**config.mk**
```make
export PLATFORM = sky130hd
export DESIGN_NAME = muldiv_seq
export DESIGN_NICKNAME = d
export VERILOG_FILES = /design/src/rtl/muldiv_seq.sv
export SDC_FILE = /design/constraint.sdc
export NUM_CORES = 1
export LEC_CHECK = 0
export CORE_MARGIN = 3
export CORE_UTILIZATION = 30
export DETAILED_ROUTE_END_ITERATION = 12
export GPL_TIMING_DRIVEN = 0
export HOLD_SLACK_MARGIN = 0.02
export PLACE_DENSITY = 0.59
export SYNTH_ARGS = -nofsm -noshare
export SYNTH_HDL_FRONTEND = slang
export SYNTH_SLANG_ARGS = --single-unit
```
**constraint.sdc**
```tcl
create_clock -name clk -period 5.19 [get_ports clk]
set_clock_uncertainty 0.05 [all_clocks]
set_input_delay 0.7785 -clock clk [delete_from_list [all_inputs] [get_ports clk]]
set_output_delay 0.7785 -clock clk [all_outputs]
set_load 0.1 [all_outputs]
```
**src/rtl/muldiv_seq.sv**
```systemverilog
// muldiv_seq: 34-cycle iterative MULT/MULTU/DIV/DIVU sequencer owning HI/LO.
// Optional MULDIV_DIVZ_EN: divide by zero skips RUN and pulses divz instead of running.
module muldiv_seq #(
    parameter int WIDTH = 32
) (
    input  logic             clk,
    input  logic             rst,
    input  logic             start,
    input  logic [1:0]       op,
    input  logic [WIDTH-1:0] a,
    input  logic [WIDTH-1:0] b,
    input  logic             hi_we,
    input  logic             lo_we,
    input  logic [WIDTH-1:0] wdata,
    input  logic             rd_hilo,
    input  logic             cancel,
    output logic [WIDTH-1:0] hi,
    output logic [WIDTH-1:0] lo,
    output logic             busy,
    output logic             done,
    output logic             stall,
    output logic             divz
);
    localparam int CW = $clog2(WIDTH);

    typedef enum logic [1:0] {IDLE, RUN, FIX} state_t;

    state_t             r_state, w_next;
    logic [1:0]         r_op;
    logic [WIDTH-1:0]   r_mc;
    logic [2*WIDTH-1:0] r_acc;
    logic [CW-1:0]      r_cnt;
    logic               r_sgn_q, r_sgn_r, r_z, r_done;
    logic [WIDTH-1:0]   r_hi, r_lo;

    logic               w_go, w_signed, w_zero, w_ge;
    logic [WIDTH-1:0]   w_abs_a, w_abs_b;
    logic [WIDTH:0]     w_sum, w_up, w_dif;
    logic [2*WIDTH-1:0] w_mul, w_div, w_res;

    assign w_go     = (r_state == IDLE) & start & ~cancel;
    assign w_signed = ~op[0];
    assign w_abs_a  = (w_signed & a[WIDTH-1]) ? -a : a;
    assign w_abs_b  = (w_signed & b[WIDTH-1]) ? -b : b;

    // Multiply: conditional add into the upper half, carry kept, then shift right.
    assign w_sum = {1'b0, r_acc[2*WIDTH-1:WIDTH]} + {1'b0, r_mc};
    assign w_mul = r_acc[0] ? {w_sum, r_acc[WIDTH-1:1]} : {1'b0, r_acc[2*WIDTH-1:1]};

    // Divide: w_up is the remainder after the left shift, one bit wider than HI.
    assign w_up  = r_acc[2*WIDTH-1:WIDTH-1];
    assign w_ge  = w_up >= {1'b0, r_mc};
    assign w_dif = w_up - {1'b0, r_mc};
    assign w_div = {w_ge ? w_dif[WIDTH-1:0] : w_up[WIDTH-1:0], r_acc[WIDTH-2:0], w_ge};

    assign w_res = r_op[1]
        ? {r_sgn_r ? -r_acc[2*WIDTH-1:WIDTH] : r_acc[2*WIDTH-1:WIDTH],
           r_sgn_q ? -r_acc[WIDTH-1:0] : r_acc[WIDTH-1:0]}
        : (r_sgn_q ? -r_acc : r_acc);

`ifdef MULDIV_DIVZ_EN
    logic r_divz;
    assign w_zero = op[1] & ~|b;
    assign divz   = r_divz;
    always_ff @(posedge clk or posedge rst) begin
        if (rst)
            r_divz <= 1'b0;
        else
            r_divz <= (r_state == FIX) & r_z & ~cancel;
    end
`else
    assign w_zero = 1'b0;
    assign divz   = 1'b0;
`endif

    always_ff @(posedge clk or posedge rst) begin
        if (rst)
            r_state <= IDLE;
        else
            r_state <= w_next;
    end

    always_comb begin
        w_next = r_state;
        case (r_state)
            IDLE:    w_next = w_go ? (w_zero ? FIX : RUN) : IDLE;
            RUN:     w_next = cancel ? IDLE : (r_cnt == CW'(WIDTH - 1)) ? FIX : RUN;
            FIX:     w_next = IDLE;
            default: w_next = IDLE;
        endcase
    end

    always_ff @(posedge clk or posedge rst) begin
        if (rst) begin
            r_op    <= '0;
            r_mc    <= '0;
            r_acc   <= '0;
            r_cnt   <= '0;
            r_sgn_q <= 1'b0;
            r_sgn_r <= 1'b0;
            r_z     <= 1'b0;
            r_done  <= 1'b0;
            r_hi    <= '0;
            r_lo    <= '0;
        end else begin
            r_done <= 1'b0;
            case (r_state)
                IDLE: begin
                    if (w_go) begin
                        r_op    <= op;
                        r_mc    <= op[1] ? w_abs_b : w_abs_a;
                        r_acc   <= {{WIDTH{1'b0}}, op[1] ? w_abs_a : w_abs_b};
                        r_cnt   <= '0;
                        r_sgn_q <= w_signed & (a[WIDTH-1] ^ b[WIDTH-1]);
                        r_sgn_r <= w_signed & op[1] & a[WIDTH-1];
                        r_z     <= w_zero;
                    end else if (!start) begin
                        if (hi_we) r_hi <= wdata;
                        if (lo_we) r_lo <= wdata;
                    end
                end
                RUN: begin
                    if (!cancel) begin
                        r_acc <= r_op[1] ? w_div : w_mul;
                        r_cnt <= r_cnt + 1'b1;
                    end
                end
                FIX: begin
                    if (!cancel && !r_z) begin
                        {r_hi, r_lo} <= w_res;
                        r_done       <= 1'b1;
                    end
                end
                default: ;
            endcase
        end
    end

    assign hi    = r_hi;
    assign lo    = r_lo;
    assign busy  = r_state != IDLE;
    assign done  = r_done;
    assign stall = busy & (start | rd_hilo | hi_we | lo_we);
endmodule
```
# After elaboration in Yosys (flattened, before gate mapping)
# Index checks and enable logic that the tools add are counted.
# op_classes
n_addsub,8
order_cmp,1
n_eq_ne,10
mux,33
bitwise,14
n_reduce_logical,9
# ops
operator,count
two-way mux 32 bit,15
two-way mux 64 bit,6
negator 32 bit,4
case mux 32 bit (2 select lines),2
case mux 64 bit (2 select lines),1
negator 64 bit,1
adder 32 x 32 -> 33 bit,1
greater-or-equal comparator 33 x 32 -> 1 bit,1
subtractor 32 bit,1
!= test 2 bit (second input constant),7
two-way mux 5 bit,2
case mux 5 bit (2 select lines),1
AND reduction 5 bit,2
AND 1 bit,8
nonzero test 2 bit,3
adder 5 x 1 -> 5 bit (second input constant),1
== test 5 bit (second input constant),1
two-way mux 2 bit,2
case mux 2 bit (2 select lines),1
two-way mux 1 bit,3
OR 1 bit,3
AND reduction 3 bit,1
== test 2 x 1 -> 1 bit (second input constant),1
== test 2 bit (second input constant),1
5 further kinds,6
# word_totals
regBits,172
in_bits,105
output_inout_bits,68

# Logic depth before layout (Yosys ltp)
# Gate-level depths: netlist of run 1.
# logic_depth
depth_word,6
depth_mapped,14
ltp_nobuf,14

# Worst setup path before layout of run 1
# OpenSTA, ideal clock, no wires.
# synth_path
path_type,reg2reg
start,register r_acc[31]
end,register r_acc[60]
setup_time_ns,0.083
t_arrival_ns,3.145
slack_ns,1.912
stages_incl_launch_ff,15
n_path_buf,0
cell_sequence,dfrtp_1 -> inv_1 -> ha_1 -> inv_1 -> fa_1 -> a211oi_2 -> o21ai_2 -> a31oi_2 -> o221ai_2 -> a2111o_1 -> a31o_2 -> a311oi_2 -> xnor2_1 -> o221ai_2 -> o22ai_1
# synth_via
elab_chain_cells,5
elab_cells_between_ends,6
# synth_lines
item,line_no,rtl
"start, declared",31,logic [2*WIDTH-1:0] r_acc;
"start signal, assigned",112,"r_acc <= {{WIDTH{1'b0}}, op[1] ? w_abs_a : w_abs_b};"
"start signal, assigned",124,r_acc <= r_op[1] ? w_div : w_mul;
subtractor 32 bit / greater-or-equal comparator 33 x 32 -> 1 bit (equally long branches),"53, 52",
two-way mux 32 bit (*),54,"assign w_div = {w_ge ? w_dif[WIDTH-1:0] : w_up[WIDTH-1:0], r_acc[WIDTH-2:0], w_ge};"
two-way mux 64 bit (*),124,
two-way mux 64 bit (*),123,if (!cancel) begin
case mux 64 bit (2 select lines) (*),107,case (r_state)
# Every way passes the cells marked *; elsewhere a longest branch is shown, timed or not. The select of a mux whose other input is x is not followed.
# A chain may end at the register's enable or synchronous reset.

# Worst setup path in the final report of run 1
# layout_path
start,register r_acc[0]
end,"register r_hi[24], in the netlist hi[24]"
# layout_via
elab_chain_cells,5
# layout_lines
item,line_no,rtl
negator 64 bit,59,: (r_sgn_q ? -r_acc : r_acc);
two-way mux 64 bit,59,
two-way mux 64 bit,57,"? {r_sgn_r ? -r_acc[2*WIDTH-1:WIDTH] : r_acc[2*WIDTH-1:WIDTH],"
two-way mux 32 bit,129,if (!cancel && !r_z) begin
case mux 32 bit (2 select lines),107,
"end signal, assigned",118,if (hi_we) r_hi <= wdata;
"end signal, assigned",130,"{r_hi, r_lo} <= w_res;"
"end, declared",34,"logic [WIDTH-1:0] r_hi, r_lo;"
# Every way passes these cells. The select of a mux whose other input is x is not followed.

==> flow_metrics.tcl, run 1 <==
set metrics [dict create \
    p_switching_w 0.00547 \
    antenna_found_initial 0 \
    h-tree-depth 4 \
    die_area_mm2 0.0534 \
    hp-start "lo[2]$_DFFE_PP0P_" \
    worstSetupPathType "register to register" \
    worstSetupStartpointType "register" \
    grt_max_degree 39 \
    hold_violations 0 \
    hold_buffers 0 \
    max_slew_margin 0.303 \
    rsz0062_at_grt "no" \
    hold_class "register to register" \
    whs_path_depth 2 \
    grt_pass1_wl_um 97900 \
    nNetsFinal 2350 \
    cts_buffers 17 \
    boundaryPins 173 \
    io_buffers 169 \
    post-route-period-util 0.854 \
    clkPwrFrac 0.130 \
    initial_core_util 0.307 \
    drtIter0Drc 1643 \
    worstPathRequired_ns 5.46 \
    postSynthAreaPerCell_um2 7.67 \
    seq_area_mm2 0.00428 \
    internal-power_w 0.00458 \
    crit_arrival_ns 4.70 \
    tightest_slew_ns 1.04 \
    yosys.area.top_type_share 0.282 \
    synth_edf_count 0 \
    dp_hpwl_um 53700 \
    crit_fanout 10 \
    p_comb_frac 0.642 \
    finalSetupViolations 0 \
    synth_area_leaders "dfrtp_1 (28%), a21oi_1 (7.5%), nand2_1 (5.8%)" \
    insertion_delay_ns 0.46 \
    drv_cap 0 \
    rr_startpoint "r_acc[0]$_DFFE_PP0P_" \
    multi_input_area_mm2 0.0101 \
    cts-root-buf "clkbuf_16" \
    gp_congestion 0.976 \
    fin_setup_tns_ns 0 \
    cts_tree "done" \
    dieWidth_um 231 \
    power_leakage_nw 7.57 \
    rows 81 \
    end_kind "register" \
    synth_area_mm2 0.0152 \
    synth_top_flop_cell "dfrtp_1" \
    synth.largest_area_cell "dfrtp_1" \
    period_minus_slack_ns 4.43 \
    synth_common_cells "nand2_1 (236), a21oi_1 (227), nor2_1 (202)" \
    cts_setup_buffers 0 \
    power.share.sequential 0.228 \
    firstDrtPassIters 5 \
    drc 0 \
    area_delta_synth_final_pct 21.0 \
    fillCellCount 5207 \
    insertedDiodeCount 0 \
    wire_per_inst_um 23.0 \
    coreArea_mm2 0.0495 \
    vdd_drop_max_mv 0.285 \
    netlist_instances 1980 \
    report.final.slew_viol_count 0 \
    syn-num-nets 2157 \
    yosys.cell_count.top_type "nand2_1" \
    ys_seq_elements 171 \
    vias_per_cell 5.69 \
    reg2regPathDepth 13 \
    whs_ns 0.433 \
    die_y_um 231 \
    p_per_area_mw_per_mm2 547 \
    track_usage 0.239 \
    clock.fmax_mhz 226 \
    cts_resized 0 \
    synthDistinctLibCells 92 \
    async_reset_ff_frac 1.00 \
    grt_remaining_overflow 0 \
    cts.sinks 171 \
    path_clk_slew_ns 0.07 \
    grt_pass1_vias 15400 \
    yosys_warnings 0 \
    switching_share 0.544 \
    drive_gt1_frac 0.0430 \
    ys_seq_area_frac 0.282 \
    ant_nets 0 \
    wl_um 65600 \
    run_status "finished, final reports clean" \
    clk_path_buf_depth 2 \
    cp-startpoint "r_acc[0]$_DFFE_PP0P_" \
    via_count 16200 \
]
## critical path, stage by stage (launching register included)
cell	delay, ns
dfrtp_1	0.41
clkbuf_1	0.36
buf_1	0.49
inv_2	0.43
ha_1	0.25
nor4b_1	0.35
nand3_1	0.23
nand4b_1	0.39
o21ai_2	0.37
nand2_1	0.17
a21oi_1	0.25
xnor2_1	0.11
a21oi_1	0.31
o21ai_0	0.12
## layout make-up
class                      count  area share
tap                          664      0.0452
clock buffer                  19      0.0236
multi-input combinational   1613       0.552
sequential                   171       0.233
inverter                      71      0.0147
timing repair buffer         174      0.0970
clock inverter                13     0.00715
buffer                       125      0.0278
## state kept, by name (all words and copies together), names as in the netlist
name and cells:
r_acc 64, hi 32, lo 32, r_op 1, r_sgn_q 1, done 1
r_sgn_r 1, r_state 2, r_cnt 5, r_mc 32
## final timing paths
path                                         end  slack (ns)
setup / recovery              hi[24]$_DFFE_PP0P_        0.76
hold / removal                 lo[2]$_DFFE_PP0P_        0.43
setup reg to reg              hi[24]$_DFFE_PP0P_        0.76
hold reg to reg                lo[2]$_DFFE_PP0P_        0.43
max in group asynchronous    r_mc[4]$_DFFE_PP0P_        3.35
min in group asynchronous  r_acc[37]$_DFFE_PP0P_        0.80
## power groups by stage
| stage | sequential [W] | clock [W] | combinational [W] |
|---|---|---|---|
| after floorplan | 0.00270 | 0 | 0.00391 |
| after global placement | 0.00228 | 0 | 0.00626 |
| after detailed placement | 0.00228 | 0 | 0.00630 |
| after CTS | 0.00226 | 0.00131 | 0.00633 |
| after global routing | 0.00231 | 0.00136 | 0.00692 |
| final | 0.00229 | 0.00131 | 0.00645 |
## routing by layer
layer	track usage	vias to the layer above	part of all wire
li1	-	7485	-
met1	0.334	7914	0.44
met2	0.389	709	0.46
met3	0.0322	100	0.069
met4	0.0641	0	0.023
met5	0	-	0
## stage by stage
step                      total power [W]  cells  setup slack (ns)  instance area (um^2)  utilization
after floorplan                   0.00661   1980              1.91                 15200            -
after global placement            0.00853   2813             0.524                 17700        0.358
after detailed placement          0.00858   2818             0.840                 17800        0.360
after CTS                         0.00989   2850             0.827                 18400        0.372
after global routing               0.0106   2850             0.474                 18400        0.372
final                              0.0100   2850             0.760                 18400        0.372
## placed cells by master, fill, tap and decap left out, drive strengths merged, types with 14 or more instances in the layout
| cell type | instances |
|---|---|
| ha | 70 |
| nand2b | 24 |
| a21oi | 227 |
| a211oi | 22 |
| a21o | 34 |
| clkbuf | 122 |
| nor3 | 32 |
| nor4 | 21 |
| nand2 | 237 |
| o211ai | 26 |
| o31ai | 34 |
| dfrtp | 171 |
| a31oi | 31 |
| xor2 | 88 |
| nor2b | 14 |
| clkdlybuf4s50 | 169 |
| nor2 | 202 |
| o21ai | 173 |
| inv | 74 |
| nand3 | 41 |
| mux2i | 52 |
| xnor2 | 82 |
| buf | 27 |
## kinds of logic (layout without fill, tap and decap cells)
logic type                 Yosys count  in the layout  synth area share
adders and majority gates           72             72            0.0603
and+or+nand+nor                    644            644             0.195
buffers and inverters              196            402            0.0512
other                                1              1          0.000247
xor gates and xnor gates           170            170            0.0980
DFF                                171            171             0.282
AOI/OAI and AO/OA                  663            663             0.271
muxes                               63             63            0.0424
Power figures use the tool's default switching activity.
==> run 2, diff against run 1 <==
--- a/config.mk
+++ b/config.mk
@@ -7,6 +7,7 @@
 export LEC_CHECK = 0
 export CORE_MARGIN = 3
 export CORE_UTILIZATION = 30
+export CTS_BUF_LIST = sky130_fd_sc_hd__clkbuf_16
 export DETAILED_ROUTE_END_ITERATION = 12
 export GPL_TIMING_DRIVEN = 0
 export HOLD_SLACK_MARGIN = 0.02
==> run 2 against run 1 <==
First-iteration DRC count up 0.30%. Largest cell class unchanged. Highest routed layer unchanged. Flip-flop and latch count unchanged. Clock power barely moved. Global-route usage unchanged. Critical path type unchanged. Critical endpoint is now hi[26]$_DFFE_PP0P_. Die area is the same.
==> flow_metrics.tcl, run 2 (synthesis gave the netlist of run 1 again) <==
set metrics [dict create \
    hold_buffers 0 \
    worstPathRequired_ns 5.50 \
    mostFrequentLayoutCell "nand2_1" \
    pre_cts_slack_ns 0.840 \
    period_minus_slack_ns 4.40 \
    hp-start "lo[2]$_DFFE_PP0P_" \
    reg2regPathDepth 14 \
    multi_input_area_mm2 0.0101 \
    worstSetupStartpointType "register" \
    drc 0 \
    dp_hpwl_um 53700 \
    seq_area_mm2 0.00428 \
    endpoint "hi[26]$_DFFE_PP0P_" \
    report.final.slew_viol_count 0 \
    firstDrtPassIters 6 \
    utilization 0.372 \
    grt_pass1_wl_um 97900 \
    wl_met1_um 29000 \
    vdd_drop_max_mv 0.284 \
    rrSetupSlack_ns 0.79 \
    power_leakage_nw 7.58 \
    grt_remaining_overflow 0 \
    highest_layer "met4" \
    track_usage 0.239 \
    insertion_delay_ns 0.46 \
    switching_share 0.544 \
    dieWidth_um 231 \
    drv_cap 0 \
    hold_class "register to register" \
    crit_arrival_ns 4.71 \
    fin_setup_tns_ns 0 \
    run_status "finished, final reports clean" \
    rows 81 \
    coreArea_mm2 0.0495 \
    largest_reg_flops 64 \
    initial_core_util 0.307 \
    clk_path_buf_depth 2 \
    area_delta_synth_final_pct 21.0 \
    cts_resized 0 \
    max_slew_margin 0.303 \
    r2r-end "hi[26]$_DFFE_PP0P_" \
    h-tree-depth 4 \
    wire_per_inst_um 23.0 \
    worstSetupPathType "register to register" \
    layout_common_cells "nand2_1 (236), a21oi_1 (227), nor2_1 (202), dfrtp_1 (171), clkdlybuf4s50_1 (169)" \
    vias_per_cell 5.69 \
    grt_pass1_vias 15400 \
    clock.fmax_mhz 227 \
    die_area_mm2 0.0534 \
    wl_um 65600 \
    rsz0062_at_grt "no" \
    drtIter0Drc 1648 \
    via_count 16200 \
    p_switching_w 0.00547 \
    cts-root-buf "clkbuf_16" \
    crit_fanout 10 \
    cp-startpoint "r_acc[0]$_DFFE_PP0P_" \
    cts_buffers 17 \
    internal-power_w 0.00458 \
    finalSetupViolations 0 \
    fillCellCount 5207 \
    rr_startpoint "r_acc[0]$_DFFE_PP0P_" \
    gp_congestion 0.976 \
    nNetsFinal 2350 \
    die_y_um 231 \
    drive_gt1_frac 0.0430 \
    cts_tree "done" \
    boundaryPins 173 \
    path_clk_slew_ns 0.07 \
    fin_ws_ns 0.785 \
    grt_max_degree 39 \
    hold_violations 0 \
    p_comb_frac 0.642 \
    cts_setup_buffers 0 \
    dr_wl_met2_um 30400 \
    antenna_found_initial 0 \
    cts.sinks 171 \
    top_register "r_acc" \
    p_per_area_mw_per_mm2 547 \
    post-route-period-util 0.849 \
    insertedDiodeCount 0 \
    tightest_slew_ns 1.04 \
    wl_met3_um 4610 \
    io_buffers 169 \
    power.share.sequential 0.228 \
    ant_nets 0 \
    clkPwrFrac 0.130 \
    end_kind "register" \
]
## run 2: cell count changes in the layout (fill, tap and decap cells not counted)
cell and delta:
clkbuf_1 -2, inv_1 +2
## run 2: cell type report
cell class / count / area share
buffer: 125 / 0.0278
tap: 664 / 0.0452
inverter: 71 / 0.0147
clock inverter: 15 / 0.00756
sequential: 171 / 0.233
timing repair buffer: 174 / 0.0970
clock buffer: 17 / 0.0231
multi-input combinational: 1613 / 0.552
## run 2: worst min-delay path by stage
stage,to,slack (ns),cells past startpoint
6_report,lo[2]$_DFFE_PP0P_,0.43,2
5_1_grt,lo[31]$_DFFE_PP0P_,0.46,2
4_1_cts,lo[2]$_DFFE_PP0P_,0.44,2
3_5_place_dp,lo[2]$_DFFE_PP0P_,0.42,2
3_3_place_gp,lo[14]$_DFFE_PP0P_,0.42,1
2_1_floorplan,r_cnt[4]$_DFFE_PP0P_,0.42,1
## run 2: routing by layer
| metal | vias up | track usage |
|---|---|---|
| met2 | 709 | 0.389 |
| met3 | 96 | 0.0322 |
| met1 | 7911 | 0.334 |
| li1 | 7488 | - |
| met4 | 0 | 0.0641 |
| met5 | - | 0 |
## run 2: power groups by stage
| stage | logic, W | registers, W | clock network (W) |
|---|---|---|---|
| floorplan | 0.00391 | 0.00270 | 0 |
| global placement | 0.00626 | 0.00228 | 0 |
| detailed placement | 0.00630 | 0.00228 | 0 |
| CTS | 0.00633 | 0.00226 | 0.00130 |
| global route | 0.00692 | 0.00231 | 0.00136 |
| finish | 0.00645 | 0.00229 | 0.00130 |
## run 2: critical path, stage by stage (launching register included)
cell      delay [ns]
dfrtp_1         0.40
clkbuf_1        0.35
buf_1           0.49
inv_2           0.43
ha_1            0.25
nor4b_1         0.35
nand3_1         0.23
nand4b_1        0.39
o21ai_2         0.37
and2b_1         0.28
nand2_1         0.08
o21ai_1         0.18
xnor2_1         0.15
nor2_1          0.08
o31ai_1         0.22
## run 2: stage by stage
stage               power, W  cell area, um^2  std cells  hold slack (ns)
floorplan            0.00661            15200       1980            0.423
global placement     0.00853            17700       2813            0.417
detailed placement   0.00858            17800       2818            0.423
CTS                  0.00989            18400       2850            0.439
global route          0.0106            18400       2850            0.462
finish                0.0100            18400       2850            0.433
==> run 3, diff against run 2 <==
==> constraint.sdc (replaced) <==
create_clock -name clk -period 4 [get_ports clk]
set_clock_uncertainty 0.05 [all_clocks]
set_input_delay 0.6 -clock clk [delete_from_list [all_inputs] [get_ports clk]]
set_output_delay 0.6 -clock clk [all_outputs]
set_load 0.1 [all_outputs]
==> run 3 against run 2 <==
Routed wire length rose by 0.10%. Die area is the same. Global-route usage unchanged. Critical path type unchanged. Sequential share of layout area hardly changed.
==> flow_metrics.tcl, run 3 (synthesis gave the netlist of run 1 again) <==
set metrics [dict create \
    cts-root-buf "clkbuf_16" \
    firstDrtPassIters 6 \
    insertedDiodeCount 0 \
    finalSetupViolations 0 \
    worstPathCellList "ha_1, nand2_1, o21ai_0, a41oi_1, or3_1, o21ai_1, a41oi_2, o21ai_4, buf_4, mux2i_1, a21oi_1, a21o_1" \
    grt_remaining_overflow 0 \
    report.final.slew_viol_count 0 \
    wl_um 65600 \
    fin_setup_tns_ns 0 \
    worstPathRequired_ns 4.29 \
    p_per_area_mw_per_mm2 710 \
    drive_gt1_frac 0.0444 \
    initial_core_util 0.307 \
    cp_slowest_cell "dfrtp_1" \
    drtIter0Drc 1622 \
    period_minus_slack_ns 3.83 \
    worstSetupStartpointType "register" \
    die_area_mm2 0.0534 \
    fillCellCount 5202 \
    tightest_slew_ns 1.04 \
    h-tree-depth 4 \
    die_y_um 231 \
    vias_per_cell 5.68 \
    area_delta_synth_final_pct 21.3 \
    max_stage_delay_ns 0.62 \
    hold_violations 0 \
    path_clk_slew_ns 0.07 \
    vdd_drop_max_mv 0.369 \
    use_met1 0.334 \
    dpl_cell_area_mm2 0.0178 \
    rsz0062_at_grt "no" \
    cts_buffers 17 \
    worstSetupPathType "register to register" \
    grt_max_degree 39 \
    use_met3 0.0322 \
    hold_buffers 0 \
    pre_cts_slack_ns -0.350 \
    drc 0 \
    grt_busiest_layer "met2" \
    end_kind "register" \
    dp_hpwl_um 53700 \
    boundaryPins 173 \
    crit_arrival_ns 4.12 \
    run_status "finished, final reports clean" \
    layout_common_cells "nand2_1 (236), a21oi_1 (227), nor2_1 (202), dfrtp_1 (170), clkdlybuf4s50_1 (169)" \
    wire_per_inst_um 23.0 \
    hold_class "register to register" \
    crit_fanout 10 \
    final_cell_area_mm2 0.0184 \
    grtUsageMet2 0.389 \
    ant_nets 0 \
    rows 81 \
    mostFrequentLayoutCell "nand2_1" \
    cts_tree "done" \
    top_register "r_acc" \
    io_buffers 169 \
    track_usage 0.239 \
    clock.fmax_mhz 261 \
    grt_pass1_wl_um 97900 \
    max_slew_margin 0.305 \
    largest_reg_flops 64 \
    clk_path_buf_depth 2 \
    post-route-period-util 0.959 \
    nNetsFinal 2350 \
    fin_ws_ns 0.165 \
    gp_congestion 0.976 \
    insertion_delay_ns 0.46 \
    whs_ns 0.433 \
    dieWidth_um 231 \
    drv_cap 0 \
    coreArea_mm2 0.0495 \
    power_leakage_nw 7.59 \
    grt_pass1_vias 15300 \
    cts.sinks 171 \
    via_count 16200 \
    antenna_found_initial 0 \
]
run 3: cell types whose count changed in the layout (fill, tap and decap cells not counted):
| cell | change |
|---|---|
| inv_2 | -1 |
| clkbuf_1 | -1 |
| o21ai_2 | -2 |
| inv_4 | +1 |
| dfrtp_1 | -1 |
| o21ai_4 | +2 |
| dfrtp_2 | +1 |
| a31oi_4 | +1 |
| a211oi_2 | -1 |
| buf_4 | +2 |
| buf_1 | -1 |
| a31oi_2 | -1 |
| a211oi_4 | +1 |
run 3: area by class of cell:
| class | instances | area, um^2 | share of cell area |
|---|---|---|---|
| Inverter | 71 | 273 | 0.0148 |
| Tap cell | 664 | 831 | 0.0451 |
| Multi-Input combinational cell | 1613 | 10200 | 0.552 |
| Sequential cell | 171 | 4280 | 0.232 |
| Timing Repair Buffer | 175 | 1790 | 0.0972 |
| Clock buffer | 17 | 425 | 0.0231 |
| Clock inverter | 15 | 139 | 0.00754 |
| Buffer | 124 | 512 | 0.0278 |
run 3: repair_timing:
| action | in CTS | in global routing |
|---|---|---|
| gates resized for setup | 3 | 5 |
| setup buffers | 0 | 1 |
| gates cloned | 0 | 0 |
| endpoints found under the setup margin | 12 | 16 |
run 3: worst max-delay path, delay by kind of cell (launching register included):
kind	cells	cell delay, ns
multiplexers	1	0.24
buffers and inverters	1	0.27
adder cells (fa/ha/maj)	1	0.51
AO/OA/AOI/OAI	7	1.54
flip-flops	1	0.62
AND/OR/NAND/NOR	2	0.47
run 3: layer usage:
metal  share of wire  wire (um)
met4           0.024       1580
met1            0.45      29500
met5               0          0
met3           0.065       4270
met2            0.46      30300
run 3: path summary, 6_finish.rpt:
check / from / end / slack, ns / cells past startpoint
worst min-delay path: lo[2]$_DFFE_PP0P_ / lo[2]$_DFFE_PP0P_ / 0.43 / 2
worst max-delay path: r_acc[47]$_DFFE_PP0P_ / r_acc[39]$_DFFE_PP0P_ / 0.17 / 12
min in group asynchronous: rst / r_acc[37]$_DFFE_PP0P_ / 0.63 / 2
max in group asynchronous: rst / r_mc[4]$_DFFE_PP0P_ / 2.33 / 4
worst max register to register: r_acc[47]$_DFFE_PP0P_ / r_acc[39]$_DFFE_PP0P_ / 0.17 / 12
worst min register to register: lo[2]$_DFFE_PP0P_ / lo[2]$_DFFE_PP0P_ / 0.43 / 2
run 3: per-stage QoR:
stage / util / total power (W) / instances
finish: 0.372 / 0.0131 / 2850
CTS: 0.372 / 0.0128 / 2850
floorplan: - / 0.00857 / 1980
global placement: 0.358 / 0.0111 / 2813
global route: 0.372 / 0.0138 / 2850
detailed placement: 0.360 / 0.0111 / 2818
run 3: power breakdown:
part	switching [W]	total, W	internal (W)
combinational	0.00548	0.00840	0.00292
sequential	0.000823	0.00299	0.00217
clock	0.000816	0.00169	0.000870
total	0.00712	0.0131	0.00596
